[src/rtl/noc_route_lut_prog_pkg.sv]
// rtl/noc_route_lut_prog_pkg.sv - shared widths, entry layout and route encoding for the routing LUT
`ifndef SOURCEWD
`define SOURCEWD 4
`endif

package noc_route_lut_prog_pkg;

    localparam int SRC_W = `SOURCEWD;

    // Source-routed path: first hop sits in the LSBs, last hop in the MSBs.
    localparam int PATH_W       = 7;
    localparam int NUM_ENTRIES  = 8;
    localparam int IDX_W        = $clog2(NUM_ENTRIES);
    localparam int DEFAULT_PATH = 0;
    localparam int MISS_CNT_W   = 16;

    localparam int ENTRY_W = 1 + SRC_W + PATH_W;

    typedef struct packed {
        logic              en;
        logic [SRC_W-1:0]  src;
        logic [PATH_W-1:0] path;
    } route_entry_t;

endpackage

[src/rtl/noc_route_lut_match.sv]
// rtl/noc_route_lut_match.sv - combinational key compare with lowest-index priority select
module noc_route_lut_match
    import noc_route_lut_prog_pkg::*;
#(
    parameter int N_ENT  = NUM_ENTRIES,
    parameter int KEY_W  = SRC_W,
    parameter int PTH_W  = PATH_W,
    parameter int DEF_P  = DEFAULT_PATH
) (
    input  logic [N_ENT-1:0]             i_valid,
    input  logic [N_ENT-1:0][KEY_W-1:0]  i_keys,
    input  logic [N_ENT-1:0][PTH_W-1:0]  i_paths,
    input  logic [KEY_W-1:0]             i_src,
    output logic                         o_hit,
    output logic [PTH_W-1:0]             o_path
);

    // Scan from the top down so the lowest matching index is the last to overwrite
    always_comb begin
        o_hit  = 1'b0;
        o_path = PTH_W'(DEF_P);
        for (int i = N_ENT - 1; i >= 0; i--) begin
            if (i_valid[i] && (i_keys[i] == i_src)) begin
                o_hit  = 1'b1;
                o_path = i_paths[i];
            end
        end
    end

endmodule

[src/rtl/noc_route_lut_prog.sv]
// rtl/noc_route_lut_prog.sv - programmable source-ID to route-path table with registered lookup (miss counter under NOC_ROUTE_LUT_MISS_CNT_EN)
module noc_route_lut_prog
    import noc_route_lut_prog_pkg::*;
#(
    parameter int P_SRC_W        = SRC_W,
    parameter int P_PATH_W       = PATH_W,
    parameter int P_NUM_ENTRIES  = NUM_ENTRIES,
    parameter int P_IDX_W        = IDX_W,
    parameter int P_DEFAULT_PATH = DEFAULT_PATH,
    parameter int P_MISS_CNT_W   = MISS_CNT_W
) (
    input  logic                    clock,
    input  logic                    reset,
    input  logic                    cfg_we,
    input  logic [P_IDX_W-1:0]      cfg_idx,
    input  logic [P_SRC_W-1:0]      cfg_src,
    input  logic [P_PATH_W-1:0]     cfg_path,
    input  logic                    cfg_en,
    input  logic                    lkp_valid,
    output logic                    lkp_ready,
    input  logic [P_SRC_W-1:0]      lkp_src,
    output logic                    res_valid,
    input  logic                    res_ready,
    output logic [P_PATH_W-1:0]     res_path,
    output logic                    res_hit
`ifdef NOC_ROUTE_LUT_MISS_CNT_EN
    ,
    output logic [P_MISS_CNT_W-1:0] miss_count
`endif
);

    logic [P_NUM_ENTRIES-1:0]               r_valid;
    logic [P_NUM_ENTRIES-1:0][P_SRC_W-1:0]  r_key;
    logic [P_NUM_ENTRIES-1:0][P_PATH_W-1:0] r_path;

    logic                r_res_valid;
    logic [P_PATH_W-1:0] r_res_path;
    logic                r_res_hit;

    logic                w_accept;
    logic                w_hit;
    logic [P_PATH_W-1:0] w_path;

    assign lkp_ready = !r_res_valid || res_ready;
    assign w_accept  = lkp_valid && lkp_ready;

    assign res_valid = r_res_valid;
    assign res_path  = r_res_path;
    assign res_hit   = r_res_hit;

    // Lookups compare against the registered table, so a same-cycle write is only seen next cycle
    noc_route_lut_match #(
        .N_ENT (P_NUM_ENTRIES),
        .KEY_W (P_SRC_W),
        .PTH_W (P_PATH_W),
        .DEF_P (P_DEFAULT_PATH)
    ) u_match (
        .i_valid (r_valid),
        .i_keys  (r_key),
        .i_paths (r_path),
        .i_src   (lkp_src),
        .o_hit   (w_hit),
        .o_path  (w_path)
    );

    // Entry valid bits: cleared on reset, rewritten by every config write
    always_ff @(posedge clock) begin
        if (reset) begin
            r_valid <= '0;
        end else if (cfg_we) begin
            r_valid[cfg_idx] <= cfg_en;
        end
    end

    // Key and path storage carry no reset; the valid bit gates their use
    always_ff @(posedge clock) begin
        if (cfg_we) begin
            r_key[cfg_idx]  <= cfg_src;
            r_path[cfg_idx] <= cfg_path;
        end
    end

    // Output stage: EMPTY/FULL held in r_res_valid, result captured on accept and held under backpressure
    always_ff @(posedge clock) begin
        if (reset) begin
            r_res_valid <= 1'b0;
            r_res_path  <= '0;
            r_res_hit   <= 1'b0;
        end else if (w_accept) begin
            r_res_valid <= 1'b1;
            r_res_path  <= w_path;
            r_res_hit   <= w_hit;
        end else if (res_ready) begin
            r_res_valid <= 1'b0;
        end
    end

`ifdef NOC_ROUTE_LUT_MISS_CNT_EN
    logic [P_MISS_CNT_W-1:0] r_miss_count;

    assign miss_count = r_miss_count;

    // Saturating count of accepted lookups that fell through to the default path
    always_ff @(posedge clock) begin
        if (reset) begin
            r_miss_count <= '0;
        end else if (w_accept && !w_hit && (r_miss_count != {P_MISS_CNT_W{1'b1}})) begin
            r_miss_count <= r_miss_count + 1'b1;
        end
    end
`endif

endmodule

[config.mk]
export PLATFORM = sky130hd
export DESIGN_NAME = noc_route_lut_prog
export DESIGN_NICKNAME = d
export VERILOG_FILES = /design/src/rtl/noc_route_lut_prog_pkg.sv /design/src/rtl/noc_route_lut_match.sv /design/src/rtl/noc_route_lut_prog.sv
export SDC_FILE = /design/constraint.sdc
export NUM_CORES = 1
export LEC_CHECK = 0
export BUFFER_PORTS_ARGS = -buffer_cell sky130_fd_sc_hd__buf_2
export CAP_MARGIN = 10
export CORE_MARGIN = 1
export CORE_UTILIZATION = 54
export DETAILED_ROUTE_END_ITERATION = 7
export GPL_TIMING_DRIVEN = 0
export PLACE_DENSITY = 0.74
export SLEW_MARGIN = 20
export SYNTH_ARGS = -nofsm -noshare
export SYNTH_HDL_FRONTEND = slang
export SYNTH_HIERARCHICAL = 1
export SYNTH_SLANG_ARGS = --single-unit
[constraint.sdc]
create_clock -name clock -period 2 [get_ports clock]
set_input_delay 0.1 -clock clock [delete_from_list [all_inputs] [get_ports clock]]
set_output_delay 0.1 -clock clock [all_outputs]
set_load 0.1 [all_outputs]
==> results.md, run 1 <==
* Fin crit share at 112%
* Largest net degree at the start of global routing at 17
* Clock power share at 32.6%
* Synth Net Count at about 330
* Total clock sinks at between 100 and 150
* Layout Nets at 380
* Final Slew Violations at 0
* Die extent in x at about 93 um
* CP cell instances: xnor2_2 -> nand3_4 -> a211oi_4 -> buf_6 -> a221oi_2 -> o2111a_1 -> o41ai_2 -> nand3_1 -> a21oi_2
* Core Area at 7850 um2
* Hold_sp: cfg_path[6]
* PD cells at 768 nW/um2
* Crit path DAT at 2.55 ns
* Die height at just over 90 um
* CP max stage delay at 0.43 ns
* Mapped Area at roughly 4400 um2
* Max Root-Sink Buffers at 2
* Final setup violation count at 7
* Top delay family on crit path: compound AO/OA/AOI/OAI gates
* Half-perimeter wire length after detailed placement at 6210 um
* Synth cell types at 51
* Post-Syn Instances at 305
* Fin. Hold Viols at 0
* Num CTS Buffers at 9
* Worst min-delay path class: input port to flop
* Share of cells above drive strength 1 at a little under a third
* Vias in the first global route at ~2700
* Skew final at 0.0174 ns
* Int Pwr at 3.14 mW
* Detailed Routing Iterations Pass 1 at 4
* Post-synthesis sequential area ratio at roughly two thirds
* FMAX at around 0.45 GHz
* Ys async rst share at 0%
* Seq cells post-synth at 105
* Residual DRC at 0
* CP startpoint: r_key[28]
* Sw frac at between 20 and 25%
* Status: finished, violations left
* Setup Slack @ Placement at -0.349 ns
* Clock-pin slew on the worst setup and hold paths at 0.10 ns
* Aggregate global routing overflow at 0
* Final setup TNS at -0.760 ns
* RR Startpoint: r_key[28]
* Req. time, crit path at about 2.3 ns
* Final Wtd Congestion at 0.797
* Top cell type's share of synthesized area at approximately 60%
* Clock tree from TritonCTS: built
* Worst setup path class: flop to flop
* Tightest Pin Transition at 0.993 ns
* Via count at between 2000 and 3000
* Total Routed Length at around 10000 um
* Root Driver: clkbuf_8
* Max cap viols at 0
* Post-route ant nets at 0
* Sequential share of power at 60.6%
* Critical path startpoint category: flop
* Leakage power at roughly 1.8 nW
* Area Growth Syn to Fin at 18.7%
* Wirelength per Cell at 21.5 um
* Starting Density at a little under three fifths
* Iter 0 DRT Violations at about 230
* Die area at about 8600 um2
* Failing checks: negative setup slack
* I/O pin count at 34
* Gate power share at approximately 6.8%
* Inserted Diodes at 0
* EDFF count, synth at 88
* Tot GR Track Use at about a quarter
* Psw at 0.914 mW
* First-pass GRT wire length at 15200 um
* Peak supply drop at roughly 0.44 mV
* H-tree Lvls at 3
* Clock Latency Late Sink at 0.37 ns
* Prevailing post-synth register cell: edfxtp_1
* RSZ-0062 raised after global routing: yes
* Min cycle time layout at approximately 2.2 ns
* DR vias/cell at about 5.9
* Bufs and invs on worst path at 1
* Critical path's slowest cell: edfxtp_1
* Rows at 32
* Post-route setup slack at -0.241 ns
* Post-synth top area cell: edfxtp_1
* Synth warn at 6
* Max-slew headroom at between 30% and 40%
* Critical path fanouts, max at 3
* Setup crit end kind: flop
* Synth top area cells: edfxtp_1 59%, dfxtp_1 7.7%, xnor2_1 3.3%, xor2_1 2.6%, nand3_1 1.9%
* Initial antenna violation count at 0
* Syn_area_per_cell at roughly 15 um2
* PortBufs at 26
## layer usage
layer  vias to the layer above  part of all wire [%]  GRT usage, %
met5                         -                     0             0
met4                         0                   1.3          9.49
met3                        12                   8.7          3.61
met2                       125                    49          40.0
met1                      1335                    41          34.4
li1                       1274                     -             -
## power groups by stage
stage               Sequential, mW  Clock, mW  Combinational, mW
floorplan                     2.52          0              0.137
global placement              2.50          0              0.234
detailed placement            2.51          0              0.239
CTS                           2.46       1.32              0.262
global route                  2.47       1.40              0.297
finish                        2.46       1.32              0.276
## per-stage QoR
stage / utilization [%] / instances / hold slack (ns) / instance area (um2) / power [mW]
after global routing: 67.3 / 463 / 0.0200 / 5280 / 4.17
after global placement: 60.0 / 433 / 0.366 / 4710 / 2.74
after detailed placement: 60.0 / 433 / 0.374 / 4710 / 2.75
after CTS: 65.2 / 458 / 0.000966 / 5120 / 4.04
final: 67.3 / 463 / 0.00980 / 5280 / 4.06
after floorplan: - / 305 / 0.199 / 4450 / 2.65
## registers in the layout, summed over array words and instances (netlist names)
| signal | count |
|---|---|
| r_path | 56 |
| r_valid | 8 |
| res_valid | 1 |
| res_hit | 1 |
| r_key | 32 |
| res_path | 7 |
## layout by cell type, fill, tap and decap left out, types with 4 or more instances in the layout
cell / Yosys / routed
xnor2_1: 17 / 13
a221oi_2: 1 / 6
a21bo_1: 8 / 8
edfxtp_1: 88 / 88
dlygate4sd3_1: 0 / 4
clkbuf_8: 0 / 11
nor2_1: 22 / 20
mux2i_1: 8 / 8
inv_1: 6 / 6
buf_2: 5 / 30
xnor2_2: 1 / 5
nand2_1: 11 / 11
buf_4: 2 / 12
xor2_1: 13 / 12
dfxtp_1: 17 / 17
buf_6: 4 / 5
nand3_1: 17 / 15
o221ai_2: 0 / 4
a21oi_1: 10 / 7
a22o_1: 4 / 4
## final timing paths
path                               endpoint  slack (ns)  cells past startpoint
worst min-delay path             r_path[41]        0.01                      1
worst max-delay path            res_path[3]       -0.24                      9
worst max register to register  res_path[3]       -0.24                      9
worst min register to register   r_valid[3]        0.52                      2
## area by class of cell
type / count / area (um2)
fillers: 575 / 2570
flip-flops and latches: 105 / 2980
inverters: 6 / 22.5
clock buffers: 11 / 141
clock inverters: 5 / 55.1
multi-input cells: 177 / 1550
well taps: 102 / 128
repair buffers: 42 / 289
plain buffers: 15 / 114
## synthesized netlist by cell type, drive strengths merged (3+ instances only)
cell and count:
a21bo 8, nand3 18, inv 6, xnor2 18
and3 3, a21oi 10, a311oi 4, and4bb 3
edfxtp 88, o2111ai 5, xor2 13, nand2 11
a221oi 8, o221ai 5, a22o 4, mux2i 8
dfxtp 17, buf 12, nand4b 3, nor3 5
nor2 24, clkbuf 5
## logic make-up after synthesis
logic type / after synthesis / share of synthesized area (%)
AOI/OAI and AO/OA: 57 / 11.1
muxes: 8 / 1.80
DFF: 105 / 67.1
and+or+nand+nor: 81 / 10.8
xor gates and xnor gates: 31 / 6.27
buffers and inverters: 23 / 2.93
## repair_timing
action | 4_1_cts | 5_1_grt
setup endpoints to repair | 8 | 8
pin swaps | 10 | 32
buffers inserted | 7 | 6
hold buffers | 4 | 0
hold endpoints to repair | 32 | 0
cloned | 0 | 0
resized for setup | 24 | 21
No activity file was read; power rests on OpenSTA's default activity.
==> inputs of run 2 (changes only) <==
SKIP_LAST_GASP = 1   (was default)
==> run 2 against run 1 <==
Against the previous run: the run still ends with negative setup slack left; global-route usage decreased by 0.054 points; combinational power about the same; sequential power about the same; clock power about the same; cell count increased by 0.22%; via count increased by 2.3%; critical endpoint unchanged.
==> results.md, run 2 (synthesis gave the netlist of run 1 again) <==
* Max Root-Sink Buffers at 2 (unchanged)
* Inserted Diodes at 0 (unchanged)
* PD cells at 772 nW/um2 (+0.43%)
* Peak supply drop at 0.437 mV (about the same)
* Tightest Pin Transition at 1.02 ns (+0.0229 ns)
* Fin crit share at 108% (-4.2 points)
* Fin. Hold Viols at 0 (unchanged)
* Worst Hold Endpoint: r_key[7]
* Crit path DAT at 2.46 ns (-0.09 ns)
* Total Routed Length at 10000 um (+0.79%)
* Iter 0 DRT Violations at 268 (+16%)
* Root Driver: clkbuf_8
* Hold_sp: cfg_src[3]
* Min cycle time layout at 2.16 ns (-0.0848 ns)
* Max-slew headroom at 32.0% (-1.5 points)
* Hold_ws at 0.0145 ns (+0.00471 ns)
* Detailed Routing Iterations Pass 1 at 7 (+3)
* Skew final at 0.00932 ns (-0.00807 ns)
* Max reg flops at 56 (unchanged)
* Aggregate global routing overflow at 0 (unchanged)
* Clock-pin slew on the worst setup and hold paths at 0.10 ns (about the same)
* Worst R2R Setup Slack at -0.16 ns (+0.08 ns)
* Critical path fanouts, max at 5 (+2)
* DP Cell Count at 433 (unchanged)
* Clock Latency Late Sink at 0.37 ns (about the same)
* R2R cell count at 8 (-1)
* Worst min-delay path class: input port to flop
* Half-perimeter wire length after detailed placement at 6210 um (unchanged)
* FMAX at 0.464 GHz (+3.9%)
* Commonest non-fill, non-tap cell in the layout: edfxtp_1
* Core Area at 7850 um2 (unchanged)
* Starting Density at 56.7% (unchanged)
* Final setup violation count at 7 (unchanged)
* Post-route setup slack at -0.156 ns (+0.0848 ns)
* Status: finished, violations left
* RSZ-0062 raised after global routing: yes
* Die area at 8600 um2 (unchanged)
* # fillers at 588 (+2.3%)
* Area Growth Syn to Fin at 18.1%
* Tot GR Track Use at 24.8% (-0.054 points)
* Via count at 2809 (+2.3%)
* Die height at 92.8 um (unchanged)
* RR Startpoint: r_key[18]
* Reg area at 2980 um2 (unchanged)
* Final Wtd Congestion at 0.797 (unchanged)
* Vias in the first global route at 2735 (+0.15%)
* Biggest regs: r_path (56), r_key (32), r_valid (8)
* Multi-input gate area at 1520 um2 (-1.9%)
* Worst setup path class: flop to flop
* Failing checks: negative setup slack
* Wirelength per Cell at 21.6 um (+0.58%)
* Residual DRC at 0 (unchanged)
* Largest net degree at the start of global routing at 17 (unchanged)
* Final setup TNS at -0.668 ns (+0.0917 ns)
* Hold Path Stages at 1 (unchanged)
* Final Slew Violations at 0 (unchanged)
* DR vias/cell at 6.05 (+2.1%)
* Critical path startpoint category: flop
* Largest reg by FF count: r_path
* Worst r2r dst: res_path[3]
* Num CTS Buffers at 9 (unchanged)
* Rows at 32 (unchanged)
* Setup crit end kind: flop
* Initial antenna violation count at 0 (unchanged)
* Post-route ant nets at 0 (unchanged)
* Leakage power at 1.83 nW (-0.22%)
* Most frequent cells in the layout: 88 x edfxtp_1, 30 x buf_2, 21 x nor2_1
* Clock tree from TritonCTS: built
* First-pass GRT wire length at 15200 um (-0.32%)
* Total clock sinks at 105 (unchanged)
* Die extent in x at 92.8 um (unchanged)
* Max cap viols at 0 (unchanged)
* H-tree Lvls at 3 (unchanged)
* I/O pin count at 34 (unchanged)
* Share of cells above drive strength 1 at 28.5% (-2.0 points)
* Non-Filler Instances at 464 (+0.22%)
* PortBufs at 26 (unchanged)
* Req. time, crit path at 2.31 ns (about the same)
* Layout Nets at 381 (+0.26%)
run 2: layout make-up:
type / count / area share [%]
well taps: 102 / 2.43
plain buffers: 15 / 2.05
inverters: 6 / 0.429
repair buffers: 43 / 5.65
flip-flops and latches: 105 / 56.8
clock buffers: 11 / 2.69
multi-input cells: 177 / 28.9
clock inverters: 5 / 1.05
run 2: how the worst max path moves through the flow:
stage               from     endpoint  depth (start not counted)
2_1_floorplan  r_key[31]  res_path[3]                          8
3_3_place_gp   r_key[28]  res_path[3]                          8
3_5_place_dp   r_key[28]  res_path[3]                          8
4_1_cts        r_key[24]  res_path[3]                          9
5_1_grt        r_key[18]  res_path[3]                          8
6_report       r_key[18]  res_path[3]                          8
run 2: timing repair:
action	in CTS	in global routing
gates resized for setup	22	16
pin swaps	10	14
hold buffers	4	0
endpoints found under the hold margin	32	0
cloned	0	0
buffers inserted	7	6
setup endpoints to repair	8	8
run 2: power by group:
group | switching, mW | internal [mW] | leakage [nW]
clock | 0.708 | 0.610 | 0.0970
sequential | 0.0258 | 2.43 | 0.937
combinational | 0.177 | 0.0970 | 0.795
run 2: through the flow:
step | setup slack (ns) | cell area (um2) | total power, mW | utilization (%)
after global routing | -0.232 | 5250 | 4.16 | 66.9
after floorplan | 0.0524 | 4450 | 2.65 | -
after detailed placement | -0.349 | 4710 | 2.75 | 60.0
after global placement | -0.307 | 4710 | 2.74 | 60.0
final | -0.156 | 5250 | 4.05 | 66.9
after CTS | -0.0887 | 5100 | 4.04 | 65.1
run 2: worst max-delay path: stages (launching register included):
cell      delay (ns)
edfxtp_1        0.41
xor2_1          0.17
nor3_2          0.25
and3_1          0.30
nor2_1          0.19
o2111a_1        0.21
o41ai_2         0.31
nand3_1         0.13
a21oi_2         0.12
run 2: routing by layer:
layer  vias to the layer above  part of all wire (%)  track usage [%]  wire [um]
met5                         -                     0                0          0
met4                         0                   1.5             8.08        151
met2                       134                    49             40.2       4960
met3                        12                   7.0             4.27        698
li1                       1279                     -                -          -
met1                      1384                    42             34.3       4220
